===== config.mk =====
export PLATFORM = sky130hd
export DESIGN_NAME = ssp_apb_master
export DESIGN_NICKNAME = d
export VERILOG_FILES = /design/src/rtl/ssp_pkg.sv /design/src/rtl/ssp_apb_wdog.sv /design/src/rtl/ssp_apb_master.sv
export SDC_FILE = /design/constraint.sdc
export NUM_CORES = 1
export LEC_CHECK = 0
export BUFFER_PORTS_ARGS = -buffer_cell sky130_fd_sc_hd__buf_2
export CORE_MARGIN = 2
export CORE_UTILIZATION = 50
export DETAILED_ROUTE_END_ITERATION = 10
export PLACE_DENSITY = 0.84
export SLEW_MARGIN = 10
export SYNTH_ARGS = -nofsm -noshare
export SYNTH_HDL_FRONTEND = slang
export SYNTH_SLANG_ARGS = --single-unit

===== constraint.sdc =====
create_clock -name PCLK -period 2.85 [get_ports PCLK]
set_input_delay 0.1425 -clock PCLK [delete_from_list [all_inputs] [get_ports PCLK]]
set_output_delay 0.1425 -clock PCLK [all_outputs]
set_load 0.03 [all_outputs]

===== src/rtl/ssp_pkg.sv =====
// Shared definitions for the SSP APB initiator.
//   ssp_state_e   : APB initiator FSM states
//   SSP_*         : SSP register word addresses (PADDR[11:2])
//   ssp_cmd_t     : latched command {write, addr, wdata}
//   ssp_cnt_width : wait-counter width for a given timeout limit
package ssp_pkg;

   typedef enum logic [1:0] {
      ST_IDLE   = 2'd0,
      ST_SETUP  = 2'd1,
      ST_ACCESS = 2'd2,
      ST_RESP   = 2'd3
   } ssp_state_e;

   localparam logic [9:0] SSP_CR0   = 10'h000;
   localparam logic [9:0] SSP_CR1   = 10'h001;
   localparam logic [9:0] SSP_DR    = 10'h002;
   localparam logic [9:0] SSP_SR    = 10'h003;
   localparam logic [9:0] SSP_CPSR  = 10'h004;
   localparam logic [9:0] SSP_IMSC  = 10'h005;
   localparam logic [9:0] SSP_RIS   = 10'h006;
   localparam logic [9:0] SSP_MIS   = 10'h007;
   localparam logic [9:0] SSP_DMACR = 10'h008;

   typedef struct packed {
      logic        write;
      logic [9:0]  addr;
      logic [15:0] wdata;
   } ssp_cmd_t;

   // clog2(limit + 1), never less than one bit
   function automatic int unsigned ssp_cnt_width(input int unsigned limit);
      int unsigned w;
      w = $clog2(limit + 1);
      return (w < 1) ? 1 : w;
   endfunction

endpackage


===== src/rtl/ssp_apb_wdog.sv =====
// Wait-state counter for the APB initiator.
//   clk, rst   : clock, synchronous active-high reset
//   clr_i      : clear count to zero (highest priority)
//   ld_i       : load count from ld_val_i
//   en_i       : increment count by one
//   expired_o  : count has reached LIMIT-1, i.e. this enabled cycle is the
//                LIMIT-th one; always 0 when LIMIT is 0 (timeout disabled)
module ssp_apb_wdog
   import ssp_pkg::*;
#(
   parameter int unsigned LIMIT = 16,
   localparam int unsigned CW   = ssp_cnt_width(LIMIT)
) (
   input  logic          clk,
   input  logic          rst,
   input  logic          clr_i,
   input  logic          ld_i,
   input  logic [CW-1:0] ld_val_i,
   input  logic          en_i,
   output logic          expired_o
);

   localparam int unsigned    TC_INT = (LIMIT > 0) ? (LIMIT - 1) : 0;
   localparam logic [CW-1:0]  TC     = CW'(TC_INT);

   logic [CW-1:0] count_d, count_q;

   always_comb begin
      count_d = count_q;
      if (clr_i) begin
         count_d = '0;
      end else if (ld_i) begin
         count_d = ld_val_i;
      end else if (en_i) begin
         count_d = count_q + CW'(1);
      end
   end

   always_ff @(posedge clk) begin
      if (rst) begin
         count_q <= '0;
      end else begin
         count_q <= count_d;
      end
   end

   // Expiry is flagged during the cycle whose wait would be the LIMIT-th,
   // so the FSM leaves ACCESS after exactly LIMIT stalled cycles.
   assign expired_o = (LIMIT != 0) && (count_q == TC);

endmodule


===== src/rtl/ssp_apb_master.sv =====
// APB initiator into the SSP register block.
//   PCLK, PRESET          : clock, synchronous active-high reset
//   cmd_valid/cmd_ready   : command handshake; cmd_write/cmd_addr/cmd_wdata
//   rsp_valid/rsp_ready   : response handshake; rsp_rdata/rsp_err
//   PSEL/PENABLE/PWRITE/PADDR/PWDATA : APB request (all registered)
//   PRDATA/PREADY         : APB completion from the slave
//
// state  | meaning
// IDLE   | waiting for a command; cmd_ready high when no response pending
// SETUP  | APB setup phase, PSEL=1 PENABLE=0
// ACCESS | APB access phase, waiting for PREADY or timeout
// RESP   | response presented until rsp_ready
module ssp_apb_master
   import ssp_pkg::*;
#(
   parameter int unsigned TIMEOUT_CYCLES = 16
) (
   input  logic        PCLK,
   input  logic        PRESET,
   input  logic        cmd_valid,
   output logic        cmd_ready,
   input  logic        cmd_write,
   input  logic [9:0]  cmd_addr,
   input  logic [15:0] cmd_wdata,
   output logic        rsp_valid,
   input  logic        rsp_ready,
   output logic [15:0] rsp_rdata,
   output logic        rsp_err,
   output logic        PSEL,
   output logic        PENABLE,
   output logic        PWRITE,
   output logic [9:0]  PADDR,
   output logic [15:0] PWDATA,
   input  logic [15:0] PRDATA,
   input  logic        PREADY
);

   localparam int unsigned CW = ssp_cnt_width(TIMEOUT_CYCLES);

   ssp_state_e  state_d, state_q;
   ssp_cmd_t    cmd_d, cmd_q;
   logic        psel_d, psel_q;
   logic        penable_d, penable_q;
   logic        rsp_valid_d, rsp_valid_q;
   logic [15:0] rsp_rdata_d, rsp_rdata_q;
   logic        rsp_err_d, rsp_err_q;
   logic        wdog_clr, wdog_en, wdog_expired;

   ssp_apb_wdog #(
      .LIMIT (TIMEOUT_CYCLES)
   ) u_wdog (
      .clk       (PCLK),
      .rst       (PRESET),
      .clr_i     (wdog_clr),
      .ld_i      (1'b0),
      .ld_val_i  ({CW{1'b0}}),
      .en_i      (wdog_en),
      .expired_o (wdog_expired)
   );

   // Only combinational output; held low during reset.
   assign cmd_ready = (state_q == ST_IDLE) && !rsp_valid_q && !PRESET;

   always_comb begin
      state_d     = state_q;
      cmd_d       = cmd_q;
      rsp_rdata_d = rsp_rdata_q;
      rsp_err_d   = rsp_err_q;
      wdog_clr    = 1'b0;
      wdog_en     = 1'b0;

      unique case (state_q)
         ST_IDLE: begin
            if (cmd_valid && cmd_ready) begin
               cmd_d    = '{write: cmd_write, addr: cmd_addr, wdata: cmd_wdata};
               wdog_clr = 1'b1;
               state_d  = ST_SETUP;
            end
         end
         ST_SETUP: begin
            state_d = ST_ACCESS;
         end
         ST_ACCESS: begin
            // PREADY is checked first so a completion on the expiry cycle
            // is reported as a normal transfer.
            if (PREADY) begin
               rsp_rdata_d = cmd_q.write ? 16'h0000 : PRDATA;
               rsp_err_d   = 1'b0;
               state_d     = ST_RESP;
            end else begin
               wdog_en = 1'b1;
               if (wdog_expired) begin
                  rsp_rdata_d = 16'h0000;
                  rsp_err_d   = 1'b1;
                  state_d     = ST_RESP;
               end
            end
         end
         ST_RESP: begin
            if (rsp_ready) begin
               state_d = ST_IDLE;
            end
         end
         default: begin
            state_d = ST_IDLE;
         end
      endcase

      // Outputs registered from the next state so they line up with it.
      psel_d      = (state_d == ST_SETUP) || (state_d == ST_ACCESS);
      penable_d   = (state_d == ST_ACCESS);
      rsp_valid_d = (state_d == ST_RESP);
   end

   always_ff @(posedge PCLK) begin
      if (PRESET) begin
         state_q     <= ST_IDLE;
         cmd_q       <= '0;
         psel_q      <= 1'b0;
         penable_q   <= 1'b0;
         rsp_valid_q <= 1'b0;
         rsp_rdata_q <= 16'h0000;
         rsp_err_q   <= 1'b0;
      end else begin
         state_q     <= state_d;
         cmd_q       <= cmd_d;
         psel_q      <= psel_d;
         penable_q   <= penable_d;
         rsp_valid_q <= rsp_valid_d;
         rsp_rdata_q <= rsp_rdata_d;
         rsp_err_q   <= rsp_err_d;
      end
   end

   assign PSEL      = psel_q;
   assign PENABLE   = penable_q;
   assign PWRITE    = cmd_q.write;
   assign PADDR     = cmd_q.addr;
   assign PWDATA    = cmd_q.wdata;
   assign rsp_valid = rsp_valid_q;
   assign rsp_rdata = rsp_rdata_q;
   assign rsp_err   = rsp_err_q;

endmodule


=== Word level (Yosys, flattened, before mapping) ===
Index checks and enable logic that the tools add are counted.

* Bits in registers: 54
* Output and inout port bits: 48
* Word-level logic and storage cells: 43

* Reduce and logical (&&, ||, !) cells: 11
* Add/subtract/negate cells: 1
* Muxes and demuxes: 14
* Equality and inequality tests: 7

{| class="wikitable"
|+ Operators with widths
! operator !! count
|-
| $mux W16 || 3
|-
| $eq A2 B2 Y1 const B || 4
|-
| $mux W2 || 4
|-
| $pmux W2 S4 || 1
|-
| $mux W1 || 6
|-
| $add A5 B1 Y5 const B || 1
|-
| $eq A5 B4 Y1 const B || 1
|-
| $eq A2 B1 Y1 const B || 2
|-
| $reduce_and A2 Y1 || 2
|-
| $logic_and A1 B1 Y1 || 3
|-
| $logic_not A1 Y1 || 2
|-
| $logic_not A2 Y1 || 1
|-
| $reduce_bool A2 Y1 || 1
|-
| $reduce_or A2 Y1 || 1
|-
| $logic_or A1 B1 Y1 || 1
|}

=== Depth between registers and ports, before layout ===
* Depth in word-level cells: 8
* Depth in mapped cells: 7
* Mapped depth without buffers: 7

=== By module ===
From an unflattened synthesis, not the netlist that was laid out.

* Cells, all modules: 250
* Area total of the unflattened synthesis: 2162.1 um2

{| class="wikitable"
|+ Modules (own cells, without submodules)
! module !! cells each !! area each (um2) !! times used !! sequential area each (um2)
|-
| ssp_apb_master || 218 || 1874.3 || 1 || 980.9
|-
| ssp_apb_wdog || 32 || 287.8 || 1 || 100.1
|}

=== Worst setup path after synthesis ===
OpenSTA, ideal clock, no wires.

* Kind: reg2reg
* Start point: register u_wdog.count_q[0]
* End point: register rsp_valid_q (netlist: rsp_valid)
* Required time: 2.727 ns
* Setup time: 0.123 ns
* Arrival time: 1.720 ns
* Setup slack: 1.007 ns
* Stages on the path, launching flop included: 8
* Cell sequence: dfxtp_1 ha_1 and3_1 ha_1 o311ai_0 o21ai_1 ha_1 nor2b_1

* Cells in the longest elaborated chain, start to end: 5

{| class="wikitable"
|+ RTL lines
! what !! line !! text
|-
| start, declared || ssp_apb_wdog.sv:26 || <nowiki>logic [CW-1:0] count_d, count_q;</nowiki>
|-
| start signal, assigned || ssp_apb_wdog.sv:43 || <nowiki>count_q <= count_d;</nowiki>
|-
| $eq A5 B4 Y1 || ssp_apb_wdog.sv:49 || <nowiki>assign expired_o = (LIMIT != 0) && (count_q == TC);</nowiki>
|-
| $mux W2 || ssp_apb_master.sv:92 || <nowiki>if (wdog_expired) begin</nowiki>
|-
| $mux W2 || ssp_apb_master.sv:86 || <nowiki>if (PREADY) begin</nowiki>
|-
| $pmux W2 S4 || ssp_apb_master.sv:72 || <nowiki>unique case (state_q)</nowiki>
|-
| named net state_d[0] || ssp_apb_master.sv:40 || <nowiki>ssp_state_e state_d, state_q;</nowiki>
|-
| $eq A2 B2 Y1 || ssp_apb_master.sv:112 || <nowiki>rsp_valid_d = (state_d == ST_RESP);</nowiki>
|-
| named net rsp_valid_d || ssp_apb_master.sv:44 || <nowiki>logic rsp_valid_d, rsp_valid_q;</nowiki>
|-
| end signal, assigned || ssp_apb_master.sv:129 || <nowiki>rsp_valid_q <= rsp_valid_d;</nowiki>
|-
| end, declared || ssp_apb_master.sv:44 ||
|}

The timed path passes the listed nets, and every way through them passes these cells.
A chain may end at the register's enable or synchronous reset.

=== Worst setup path in the final report ===
Same ends and word-level chain as after synthesis.

==> run summary <==
CP cell instances -> ha_1 > and3_1 > ha_1 > o311ai_0 > o21ai_1 > ha_1 > nor2b_1
First-pass GRT wire length -> 8450 um
Syn Nets -> 297
Final setup viols -> 0
Clock Skews -> 0.00708 ns
CP max FO -> 3
Asr flop ratio synth -> 0%
Antenna violations before repair -> 0
Ys Warns -> 0
Critical Path Source -> u_wdog.count_q[0]
Yosys cell types -> 31
Fill count -> 344
TritonCTS clock tree -> built
Core area -> 4060 um^2
Drt total wl -> 5030 um
Clock root buffer -> clkbuf_8
Max-slew violations -> 0
Vias in the first global route -> 1947
# diodes -> 0
Chip height -> 69.4 um
Largest net degree at the start of global routing -> 35
Fin cells -> 382
Seq/Total Area, Yosys -> 50.5%
Clk sinks -> 54
Status -> finished, final reports clean
Starting density of the core -> 52.8%
Share of cells above drive strength 1 -> 33.7%
# DRC -> 0
First drt pass iteration count -> 4
Synth-to-layout area growth -> 26.9%
RePlAce Congestion -> 0.727
GRT Resource Usage Total -> 21.1%
RSZ-0062 raised after global routing -> false
Setup TNS -> 0 ns
Clock buffer count from CTS -> 5
Max Freq -> 0.479 GHz
Crit-path max cell delay -> 0.54 ns
Nets -> 383
Crit. End Element -> register
Worst Tran Pin Value -> 0.672 ns
Max stage delay cell, worst path -> o311ai_0
Worst skew pair latency -> 0.31 ns
PostCTS Resize Cnt -> 0
Worst setup SP type -> register
Final HPWL DP -> 3420 um
FF+latch count, synth -> 54
Hold wc startpoint -> cmd_wdata[7]
Critical Setup Path Class -> register to register
Pwr dens -> 620 nW/um^2
Critical path required time -> 3.03 ns
P_leak -> 1.21 nW
GRT overflow -> 0
Mapped Cells -> 245
Worst hold path class -> input pin to register
Number of cell rows -> 23
Mapped Avg Cell Area -> 8.74 um^2
Final period util -> 73.2%
Vias per Instance -> 5.35
Placed insts -> 374
I/O pin count -> 96
Reg-to-Reg Start -> u_wdog.count_q[0]
Die Area -> 4820 um^2
Minimum clock period -> 2.09 ns
EDFF count, synth -> 0
H-tree levels -> 2
Most used cell, CP -> ha_1
Avg WL per Cell -> 13.2 um
Peak VDD IR -> 0.480 mV
Max_cap viols -> 0
Syn Std Cell Area -> 2140 um^2
Synth Flop Type -> dfxtp_1
Number of setup buffers added after CTS -> 0
Vias -> 2043
Final count of hold timing violations -> 0
Total power -> 1.68 mW
Clock-pin slew on the worst setup and hold paths -> 0.10 ns
Clk buf depth -> 2
Slew HR -> 55.1%
# hold bufs at CTS -> 0
Critical Path AT -> 2.27 ns
IO Port Bufs -> 95
Die X -> 69.4 um
Initial drt markers -> 106
Post-route ant nets -> 0
==> power breakdown <==
group	switching (mW)	internal, mW	total, mW
logic	0.213	0.112	0.325
clock network	0.259	0.268	0.526
registers	0.0321	0.801	0.833
total	0.504	1.18	1.68
==> layout make-up <==
| type | count | area [um^2] | area share, % |
|---|---|---|---|
| flip-flops and latches | 54 | 1080 | 39.8 |
| multi-input cells | 169 | 940 | 34.6 |
| repair buffers | 100 | 513 | 18.9 |
| clock buffers | 5 | 68.8 | 2.53 |
| well taps | 50 | 62.6 | 2.30 |
| clock inverters | 3 | 48.8 | 1.80 |
| inverters | 1 | 3.75 | 0.138 |
==> cells in the final DEF, fill, tap and decap left out, types with 2 or more instances in the layout <==
cell type and count:
xnor2_1 2, o21ai_0 18, nand4b_1 16, nand2_1 56, a21oi_1 46, buf_4 5, clkbuf_8 5, dfxtp_1 54
ha_1 4, buf_2 95, nor2_1 6, nor2b_1 4
==> critical path: cells and delay by family, from the launching register on <==
family	cells	cell delay [ns]
adders and majority gates	3	0.63
AOI/OAI and AO/OA	2	0.69
and+or+nand+nor	2	0.30
DFF	1	0.35
==> kinds of logic (layout without fill, tap and decap cells) <==
family          Yosys count  count (layout)  share of synthesized area [%]
compound gates           68              68                           16.3
xor+xnor                  2               2                          0.818
fa+ha+maj                 4               4                           2.34
buf+inv                  22             109                           5.61
flops                    54              54                           50.5
mux                       2               2                          0.994
simple gates             93              93                           23.4
==> stage by stage <==
stage | setup slack (ns) | cell area (um^2) | utilization (%) | hold WS [ns]
2_1_floorplan | 1.01 | 2140 | - | 0.278
3_3_place_gp | 0.859 | 2600 | 64.1 | 0.383
3_5_place_dp | 0.795 | 2600 | 64.1 | 0.389
4_1_cts | 0.750 | 2720 | 67.0 | 0.0489
5_1_grt | 0.562 | 2720 | 67.0 | 0.0467
6_report | 0.764 | 2720 | 67.0 | 0.0539
==> layer usage <==
metal | up-vias | GRT usage, % | share of wire [%]
li1 | 1013 | - | -
met4 | 0 | 5.88 | 1.4
met3 | 8 | 7.99 | 9.5
met5 | - | 0 | 0
met1 | 942 | 25.0 | 42
met2 | 80 | 35.8 | 47
==> worst paths after layout <==
path | cells past startpoint | slack [ns] | to
min | 3 | 0.05 | PWDATA[7]
max reg2reg | 7 | 0.76 | rsp_valid
min reg2reg | 2 | 0.46 | PWDATA[4]
max | 7 | 0.76 | rsp_valid
==> cells in the mapped netlist (all sizes together), types with 2 or more instances <==
library cell	count	share of area (%)
o21ai	19	4.4
xnor2	2	0.82
nand2	56	9.8
nor2	6	1.1
buf	9	3.3
clkbuf	12	2.1
dfxtp	54	50
a21oi	46	11
nand4b	16	6.5
ha	4	2.3
nor2b	4	1.2
==> sequential cells by signal, summed over array words and instances (netlist names) <==
signal and count:
rsp_valid 1, rsp_rdata 16, rsp_err 1, PENABLE 1, PWDATA 16, u_wdog.count_q 5
PADDR 10, PSEL 1, state_q 2, PWRITE 1
No activity file was read; power rests on OpenSTA's default activity.
